**src/rtl/onchip_mem_arb_pkg.sv**
```systemverilog
// Shared constants and types for the two-master on-chip RAM arbiter.
package onchip_mem_arb_pkg;

    localparam int ADDR_W = 11;
    localparam int DATA_W = 32;
    localparam int BE_W   = DATA_W / 8;

    typedef enum logic {
        M0 = 1'b0,
        M1 = 1'b1
    } master_id_t;

    typedef struct packed {
        logic       valid;
        master_id_t id;
    } rd_tag_t;

    function automatic master_id_t other_id(input master_id_t id);
        return (id == M0) ? M1 : M0;
    endfunction

endpackage

```
**src/rtl/onchip_mem_arbiter_if.sv**
```systemverilog
// Avalon-MM-style master port bundle; one instance per master on the arbiter.
interface onchip_mem_arbiter_if;
    import onchip_mem_arb_pkg::*;

    logic [ADDR_W-1:0] address;
    logic              read;
    logic              write;
    logic [BE_W-1:0]   byteenable;
    logic [DATA_W-1:0] writedata;
    logic              waitrequest;
    logic [DATA_W-1:0] readdata;
    logic              readdatavalid;

    modport master (
        output address, read, write, byteenable, writedata,
        input  waitrequest, readdata, readdatavalid
    );

    modport slave (
        input  address, read, write, byteenable, writedata,
        output waitrequest, readdata, readdatavalid
    );

endinterface

```
**src/rtl/onchip_mem_arbiter_arb_rr2.sv**
```systemverilog
// Two-request grant logic with last-grant pointer.
// ONCHIP_ARB_RR_EN selects round robin; otherwise m1 wins every contention.
module arb_rr2
    import onchip_mem_arb_pkg::*;
(
    input  logic       clk,
    input  logic       reset_n,
    input  logic [1:0] req,
    output logic       gnt_valid,
    output master_id_t gnt_id,
    output master_id_t last_id
);

    // Nothing is granted while reset is held, so both masters see waitrequest.
    always_comb begin
        gnt_valid = reset_n & (req[0] | req[1]);
        gnt_id    = M0;
        if (req[0] && req[1]) begin
`ifdef ONCHIP_ARB_RR_EN
            gnt_id = other_id(last_id);
`else
            gnt_id = M1;
`endif
        end else if (req[1]) begin
            gnt_id = M1;
        end
    end

    // Every grant goes to a requester, so a grant is always an accepted transfer.
    always_ff @(posedge clk or negedge reset_n) begin
        if (!reset_n) begin
            last_id <= M1;
        end else if (gnt_valid) begin
            last_id <= gnt_id;
        end
    end

endmodule

```
**src/rtl/onchip_mem_arbiter.sv**
```systemverilog
// Arbiter sharing the 2048x32 single-port RAM between m0 (instr) and m1 (data/debug).
// Policy macro ONCHIP_ARB_RR_EN (round robin when defined, m1 fixed priority otherwise).
module onchip_mem_arbiter
    import onchip_mem_arb_pkg::*;
(
    input  logic                clk,
    input  logic                reset_n,
    onchip_mem_arbiter_if.slave m0,
    onchip_mem_arbiter_if.slave m1,
    output logic [ADDR_W-1:0]   mem_address,
    output logic [BE_W-1:0]     mem_byteenable,
    output logic [DATA_W-1:0]   mem_writedata,
    output logic                mem_chipselect,
    output logic                mem_write,
    output logic                mem_debugaccess,
    output logic                mem_clken,
    input  logic [DATA_W-1:0]   mem_readdata
);

    logic [1:0]      req;
    logic            gnt_valid;
    master_id_t      gnt_id;
    master_id_t      last_id;
    master_id_t      sel_id;
    logic            sel_write;
    logic [BE_W-1:0] sel_be;
    rd_tag_t         rd_tag;

    assign req = {m1.read | m1.write, m0.read | m0.write};

    arb_rr2 u_arb (
        .clk       (clk),
        .reset_n   (reset_n),
        .req       (req),
        .gnt_valid (gnt_valid),
        .gnt_id    (gnt_id),
        .last_id   (last_id)
    );

    // Idle cycles park the RAM bus on the last granted master to limit toggling.
    assign sel_id = gnt_valid ? gnt_id : last_id;

    always_comb begin
        if (sel_id == M1) begin
            mem_address   = m1.address;
            mem_writedata = m1.writedata;
            sel_be        = m1.byteenable;
            sel_write     = m1.write;
        end else begin
            mem_address   = m0.address;
            mem_writedata = m0.writedata;
            sel_be        = m0.byteenable;
            sel_write     = m0.write;
        end
    end

    // A request with both read and write set is issued as a write.
    assign mem_chipselect  = gnt_valid;
    assign mem_write       = gnt_valid & sel_write;
    assign mem_debugaccess = mem_write;
    assign mem_byteenable  = mem_write ? sel_be : {BE_W{1'b1}};
    assign mem_clken       = 1'b1;

    always_ff @(posedge clk or negedge reset_n) begin
        if (!reset_n) begin
            rd_tag <= '{valid: 1'b0, id: M0};
        end else begin
            rd_tag <= '{valid: gnt_valid & ~sel_write, id: sel_id};
        end
    end

    assign m0.waitrequest   = ~(gnt_valid & (gnt_id == M0));
    assign m1.waitrequest   = ~(gnt_valid & (gnt_id == M1));

    assign m0.readdatavalid = rd_tag.valid & (rd_tag.id == M0);
    assign m1.readdatavalid = rd_tag.valid & (rd_tag.id == M1);

    // RAM q is unregistered; the tag alone says who owns this cycle's data.
    assign m0.readdata      = mem_readdata;
    assign m1.readdata      = mem_readdata;

endmodule

```
**src/flat_wrapper.sv**
```systemverilog
// flat-port wrapper written by rule: the top's interface ports become plain ports
module onchip_mem_arbiter_flat import onchip_mem_arb_pkg::*;
  (clk, reset_n, mem_address, mem_byteenable, mem_writedata, mem_chipselect, mem_write, mem_debugaccess, mem_clken, mem_readdata, m0_address, m0_read, m0_write, m0_byteenable, m0_writedata, m0_waitrequest, m0_readdata, m0_readdatavalid, m1_address, m1_read, m1_write, m1_byteenable, m1_writedata, m1_waitrequest, m1_readdata, m1_readdatavalid);
  onchip_mem_arbiter_if m0_i ();
  onchip_mem_arbiter_if m1_i ();
  input  logic clk;
  input  logic reset_n;
  output logic [ADDR_W-1:0] mem_address;
  output logic [BE_W-1:0] mem_byteenable;
  output logic [DATA_W-1:0] mem_writedata;
  output logic mem_chipselect;
  output logic mem_write;
  output logic mem_debugaccess;
  output logic mem_clken;
  input  logic [DATA_W-1:0] mem_readdata;
  input wire logic [$bits(m0_i.address)-1:0] m0_address;
  input wire logic [$bits(m0_i.read)-1:0] m0_read;
  input wire logic [$bits(m0_i.write)-1:0] m0_write;
  input wire logic [$bits(m0_i.byteenable)-1:0] m0_byteenable;
  input wire logic [$bits(m0_i.writedata)-1:0] m0_writedata;
  output wire logic [$bits(m0_i.waitrequest)-1:0] m0_waitrequest;
  output wire logic [$bits(m0_i.readdata)-1:0] m0_readdata;
  output wire logic [$bits(m0_i.readdatavalid)-1:0] m0_readdatavalid;
  input wire logic [$bits(m1_i.address)-1:0] m1_address;
  input wire logic [$bits(m1_i.read)-1:0] m1_read;
  input wire logic [$bits(m1_i.write)-1:0] m1_write;
  input wire logic [$bits(m1_i.byteenable)-1:0] m1_byteenable;
  input wire logic [$bits(m1_i.writedata)-1:0] m1_writedata;
  output wire logic [$bits(m1_i.waitrequest)-1:0] m1_waitrequest;
  output wire logic [$bits(m1_i.readdata)-1:0] m1_readdata;
  output wire logic [$bits(m1_i.readdatavalid)-1:0] m1_readdatavalid;
  assign m0_i.address = m0_address;
  assign m0_i.read = m0_read;
  assign m0_i.write = m0_write;
  assign m0_i.byteenable = m0_byteenable;
  assign m0_i.writedata = m0_writedata;
  assign m0_waitrequest = m0_i.waitrequest;
  assign m0_readdata = m0_i.readdata;
  assign m0_readdatavalid = m0_i.readdatavalid;
  assign m1_i.address = m1_address;
  assign m1_i.read = m1_read;
  assign m1_i.write = m1_write;
  assign m1_i.byteenable = m1_byteenable;
  assign m1_i.writedata = m1_writedata;
  assign m1_waitrequest = m1_i.waitrequest;
  assign m1_readdata = m1_i.readdata;
  assign m1_readdatavalid = m1_i.readdatavalid;
  onchip_mem_arbiter u_core (.clk(clk), .reset_n(reset_n), .m0(m0_i), .m1(m1_i), .mem_address(mem_address), .mem_byteenable(mem_byteenable), .mem_writedata(mem_writedata), .mem_chipselect(mem_chipselect), .mem_write(mem_write), .mem_debugaccess(mem_debugaccess), .mem_clken(mem_clken), .mem_readdata(mem_readdata));
endmodule
```
**config.mk**
```make
export PLATFORM = sky130hd
export DESIGN_NAME = onchip_mem_arbiter_flat
export DESIGN_NICKNAME = d
export VERILOG_FILES = /design/src/rtl/onchip_mem_arb_pkg.sv /design/src/rtl/onchip_mem_arbiter_if.sv /design/src/rtl/onchip_mem_arbiter_arb_rr2.sv /design/src/rtl/onchip_mem_arbiter.sv /design/src/flat_wrapper.sv
export SDC_FILE = /design/constraint.sdc
export NUM_CORES = 1
export LEC_CHECK = 0
export BUFFER_PORTS_ARGS = -buffer_cell sky130_fd_sc_hd__buf_2
export CAP_MARGIN = 20
export CORE_AREA = 3 3 96 98
export CTS_BUF_LIST = sky130_fd_sc_hd__clkbuf_2
export DETAILED_ROUTE_END_ITERATION = 8
export DIE_AREA = 0 0 99 101
export GPL_ROUTABILITY_DRIVEN = 0
export PLACE_DENSITY_LB_ADDON = 0.05
export SLEW_MARGIN = 10
export SYNTH_ARGS = -nofsm -noshare
export SYNTH_HDL_FRONTEND = slang
export SYNTH_SLANG_ARGS = --single-unit
```
**constraint.sdc**
```tcl
create_clock -name clk -period 1.95 [get_ports clk]
set_input_delay 0.39 -clock clk [delete_from_list [all_inputs] [get_ports clk]]
set_output_delay 0.39 -clock clk [all_outputs]
set_load 0.05 [all_outputs]
```
==> results.cfg, run 1 <==
[layout]
mostFrequentLayoutCells = buf_2, mux2_4, buf_6
area_growth_pct = 84.00
layout.nets = 384
fillers = 911
finalNonFillerCells = 359
layout_commonest_cell = buf_2
fin_util_pct = 28.78
antenna_cells = 0
layout-drive-gt1-share_pct = 88.45

[pwr]
p_leak_nw = 1.334
power_density_nw_per_um2 = 540.0
combPwrFrac_pct = 87.8
switchingPower_mw = 0.6572
ir_worst_vdd_v = 0.0001540
p_sw_share_pct = 49.45
pwr-share-clk_pct = 6.6
intPower_mw = 0.6717
power_frac_seq_pct = 5.6
finalPower_mw = 1.329

[sta]
fin_ws_ps = -86.87
finalSetupViolCount = 46
min_period_ps = 2037
period_share_pct = 104.5
tns_ps = -3048
fmax_ghz = 0.4909
hold_viol = 0
rsz0062_at_grt = yes
slew_violations = 0
fin_skew_ps = 8.524

[critical_path]
worstReg2RegEnd = u_core.rd_tag[0]
r2r_slack_ps = 730
r2r_cells = 5
reg2reg_from = u_core.u_arb.last_id
crit_path_end_kind = output pin
path_class = primary input to output pin
cp.arrival_ps = 1650
crit_chain = buf_8, o21ai_4, a21boi_4, buf_12, clkbuf_16, mux2_4, buf_6
cpPeakStageDelay_ps = 300
cp-start-kind = primary input
crit_fanout = 8
required_ps = 1560
slowest_stage = mux2_4

[synthesis]
ys_warn_count = 0
synthArstFlopShare_pct = 100.0
synth_seq_area_share_pct = 5.706
netlist_area_sq_um = 1338
synth.distinct_cells = 22
yosysTopAreaCellShare_pct = 38.17
syn_inst = 147
mappedNetlistNets = 279
avgSynthCellArea_sq_um = 9.099
yosysTopAreaCell = buf_4
ys_seq_elements = 3
ys_top_cells_by_area = buf_4, mux2_1, mux2_4
ys.flop_type = dfrtp_1
synth_edf_count = 0

[clocking]
clock_latency_ps = 210
cts_htree_levels = 1
clock_sinks = 3
cts_tree = built
clk_path_buf_depth = 2
cts_made_buffers = 3
clk_pin_slew_worst_paths_ps = 40
cts_root_buf = clkbuf_2

[drt]
detail-route-antenna-nets = 0
wl_per_cell_um = 14.73
drc = 0
drt_iter0_drc = 6
via_per_inst = 3.791
totalWireLength_um = 5287
num_vias = 1361
drtPass1Iterations = 3

[place]
hpwl_um = 4205
place_inst = 347
dp_slack_ps = -184.7
io_buffers = 153

[grt]
grt_max_degree = 17
grt.total_usage_pct = 9.207
grt_pass1_wl_um = 7272
overflow = 0
grt_pass1_vias = 1363
antenna_found_initial = 0

[min_path]
hp-class = primary input to asynchronous set/reset pin

[run_status]
violations = setup timing
status = complete, but fails checks

[floorplan]
num_io_pins = 251
die_width_um = 99
die_area_sq_um = 9999
start_util_pct = 15.64
rows = 34
fp.dieH_um = 101
core-area_sq_um = 8551

[job]
drv_cap = 0
sequential cells by signal (all words and copies together) (netlist names):
name	flops
u_core.u_arb.last_id	1
u_core.rd_tag	2
cell families (layout without fill, tap and decap cells):
family / after synthesis / in the layout / synth area share, %
compound gates: 15 / 15 / 9.354
buf+inv: 78 / 182 / 42.94
flops: 3 / 3 / 5.707
mux: 43 / 43 / 39.01
other cells: 1 / 1 / 0.2804
simple gates: 7 / 7 / 2.713
metal layers:
metal | vias to the layer above | routed length (um) | GRT usage [%]
li1 | 639 | - | -
met1 | 600 | 1689 | 8.708
met2 | 101 | 2964 | 19.01
met3 | 21 | 526 | 2.076
met4 | 0 | 107 | 3.256
met5 | - | 0 | 0
power groups by stage:
stage	combinational, mW	sequential (mW)	clock (mW)
after CTS	1.15	0.0742	0.0925
final	1.17	0.0738	0.0878
after global routing	1.21	0.0744	0.0958
after floorplan	1.01	0.0732	0
after global placement	0.882	0.0748	0
after detailed placement	0.876	0.0748	0
through the flow:
stage                     hold WS (ps)  instance area [sq um]
after floorplan                  94.41                   1409
after global placement           407.0                   1846
after detailed placement         391.1                   1846
after CTS                        165.8                   2407
after global routing             164.9                   2461
final                            156.0                   2461
synthesized netlist by cell type, types with 2 or more instances:
cell type / instances
buf_6: 2
buf_4: 68
mux2_2: 8
mux2_1: 25
o211ai_1: 8
mux2_4: 10
o21a_1: 2
inv_1: 7
dfrtp_1: 2
nor2_1: 2
nor2b_1: 2
layout make-up:
cell class | instances | area [sq um] | share of cell area, %
flip-flops and latches | 3 | 76.32 | 3.101
well taps | 108 | 135.1 | 5.491
multi-input cells | 66 | 814.5 | 33.10
repair buffers | 171 | 1389 | 56.43
inverters | 7 | 26.28 | 1.068
clock buffers | 4 | 20.02 | 0.8134
critical path, delay by kind of cell:
| family | cells | cell delay [ps] |
|---|---|---|
| buf+inv | 4 | 570 |
| compound gates | 2 | 370 |
| mux | 1 | 300 |
how the worst max path moves through the flow:
stage,startpoint,end,cells past startpoint
2_1_floorplan,m1_read,mem_byteenable[0],5
3_3_place_gp,m1_read,mem_writedata[3],6
3_5_place_dp,m1_read,mem_writedata[21],6
4_1_cts,u_core.u_arb.last_id,mem_byteenable[3],6
5_1_grt,u_core.u_arb.last_id,mem_byteenable[3],6
6_report,m1_read,mem_writedata[27],7
what timing repair did:
action                     in CTS  in global routing
hold buffers                    0                  0
setup endpoints to repair      46                 47
gates cloned                    3                  1
setup buffers                   3                  1
pin swaps                       2                  3
resized for setup             131                  6
(Power assumes the default switching activity.)
==> run 2, diff against run 1 <==
- CORE_AREA: 3 3 96 98 -> 3 3 97 99
- DIE_AREA: 0 0 99 101 -> 0 0 100 102
- SYNTH_HIERARCHICAL: not set -> 1
==> results.cfg, run 2 <==
[clocking]
ctsResizeCount = 87
clk_pin_slew_worst_paths_ps = 40
clock_latency_ps = 200
cts_htree_levels = 1
cts_made_buffers = 3
cts_tree = built
clk_path_buf_depth = 2
cts_root_buf = clkbuf_2
cts_hold_buf = 0
post_cts_buffers = 0
clock_sinks = 3

[synthesis]
yosysTopAreaCellShare_pct = 39.81
ys_top_cells_by_area = buf_4, mux2_2, dfrtp_1
yosysMostFrequentCell = buf_4
mappedNetlistNets = 278
ys.flop_type = dfrtp_1
synthTopCellsByCount = buf_4, mux2_2, and3b_1, nor3b_1, o21ai_0
yosysTopAreaCell = buf_4
synth_edf_count = 0
synth_seq_area_share_pct = 5.865
ys_seq_elements = 3
netlist_area_sq_um = 1301
avgSynthCellArea_sq_um = 8.913
synth.distinct_cells = 21
ys_warn_count = 6
syn_inst = 146
synthArstFlopShare_pct = 100.0

[grt]
grt_pass1_wl_um = 7396
met3_usage_pct = 2.730
top_usage_layer = met2
grt.total_usage_pct = 9.210
met2_usage_pct = 16.83
grtUsageMet1_pct = 9.922
antenna_found_initial = 0
overflow = 0
grt_max_degree = 14
grt_pass1_vias = 1344

[layout]
layout_commonest_cell = buf_2
fin_area_sq_um = 2318
layout.nets = 377
layout-drive-gt1-share_pct = 90.57
largest-register = u_core/rd_tag
area_growth_pct = 78.17
antenna_cells = 0
reg_top3 = u_core/rd_tag: 2 flops, u_core/u_arb/last_id: 1 flops
fin_util_pct = 26.85
finalNonFillerCells = 352
largest_reg_flops = 2
mostFrequentLayoutCells = buf_2, buf_6, mux2_4
fillers = 942

[drt]
num_vias = 1309
wl_per_cell_um = 15.14
detail-route-antenna-nets = 0
totalWireLength_um = 5330
drt_iter0_drc = 13
drtPass1Iterations = 3
drc = 0
via_per_inst = 3.719

[critical_path]
r2r_cells = 3
critPathBufInv = 4
crit_chain = buf_6, or2_4, o21a_4, mux2i_4, buf_12, buf_12, mux2_4, buf_6
crit_fanout = 11
crit_path_end_kind = output pin
cp-start-kind = primary input
path_class = primary input to output pin
critPathTopFamily = buffers and inverters
cpPeakStageDelay_ps = 310
required_ps = 1560
slowest_stage = mux2_4
reg2reg_from = u_core/u_arb/last_id
r2r_slack_ps = 1040
cp.arrival_ps = 1940
worstReg2RegEnd = u_core/rd_tag[0]

[min_path]
hp-class = primary input to asynchronous set/reset pin

[sta]
fin_skew_ps = 3.214
hold_viol = 0
fin_ws_ps = -383.5
finalSetupViolCount = 43
fmax_ghz = 0.4285
slew_violations = 0
min_period_ps = 2334
rsz0062_at_grt = yes
period_share_pct = 119.7

[place]
hpwl_um = 4717
io_buffers = 153
placed_area_sq_um = 1996
place_inst = 348
dp_slack_ps = -454.3

[floorplan]
die_area_sq_um = 10200
rows = 34
num_io_pins = 251
start_util_pct = 15.07
die_width_um = 100
fp.dieH_um = 102
core-area_sq_um = 8636

[run_status]
violations = setup timing
status = complete, but fails checks

[pwr]
finalPower_mw = 1.249
p_leak_nw = 1.251
power_density_nw_per_um2 = 538.6
ir_worst_vdd_v = 0.0001675

[job]
drv_cap = 0
run 2: cell types whose count changed in the layout (fill, tap and decap cells not counted), sizes merged, moves of 2 or more:
cell    delta
and3b      +4
buf        -4
inv        -6
mux2i      +2
nor2       -2
nor3b      +4
o211ai     -8
or2        +2
run 2: final cells by class:
type / count / area [sq um] / area share, %
well taps: 108 / 135.1 / 5.828
flip-flops and latches: 3 / 76.32 / 3.292
multi-input cells: 69 / 838.3 / 36.16
repair buffers: 167 / 1245 / 53.70
clock buffers: 4 / 20.02 / 0.8635
inverters: 1 / 3.754 / 0.1619
run 2: worst max-delay path by stage:
| stage | startpoint | to | slack (ps) | cells after the start |
|---|---|---|---|---|
| floorplan | m0_write | mem_address[1] | -400 | 6 |
| global placement | m0_write | mem_writedata[23] | -440 | 8 |
| detailed placement | m0_write | mem_writedata[23] | -450 | 8 |
| CTS | m0_write | mem_writedata[23] | -410 | 8 |
| global route | m0_write | mem_writedata[1] | -430 | 8 |
| finish | m0_write | mem_writedata[1] | -380 | 8 |
run 2: metal layers:
layer	vias up	share of wire, %
met5	-	0
met4	0	1.5
met3	19	13
met2	98	52
met1	574	33
li1	618	-
run 2: through the flow:
stage          hold WS [ps]  TNS, ps
2_1_floorplan         94.41   -18130
3_3_place_gp          342.2   -18130
3_5_place_dp          334.9   -18240
4_1_cts               105.3   -16640
5_1_grt               118.4   -17150
6_report              114.5   -15320
run 2: report_power, final:
group	internal (mW)	switching [mW]	leakage, nW	total [mW]
Clock	0.0541	0.0323	0.0166	0.0864
Combinational	0.495	0.594	1.20	1.09
Sequential	0.0700	0.00390	0.0342	0.0739
Total	0.619	0.630	1.25	1.25
run 2: logic make-up after synthesis:
family	synth area share, %
muxes	39.71
other	0.2882
AOI/OAI and AO/OA	2.789
buffers and inverters	42.40
and+or+nand+nor	8.942
DFF	5.866
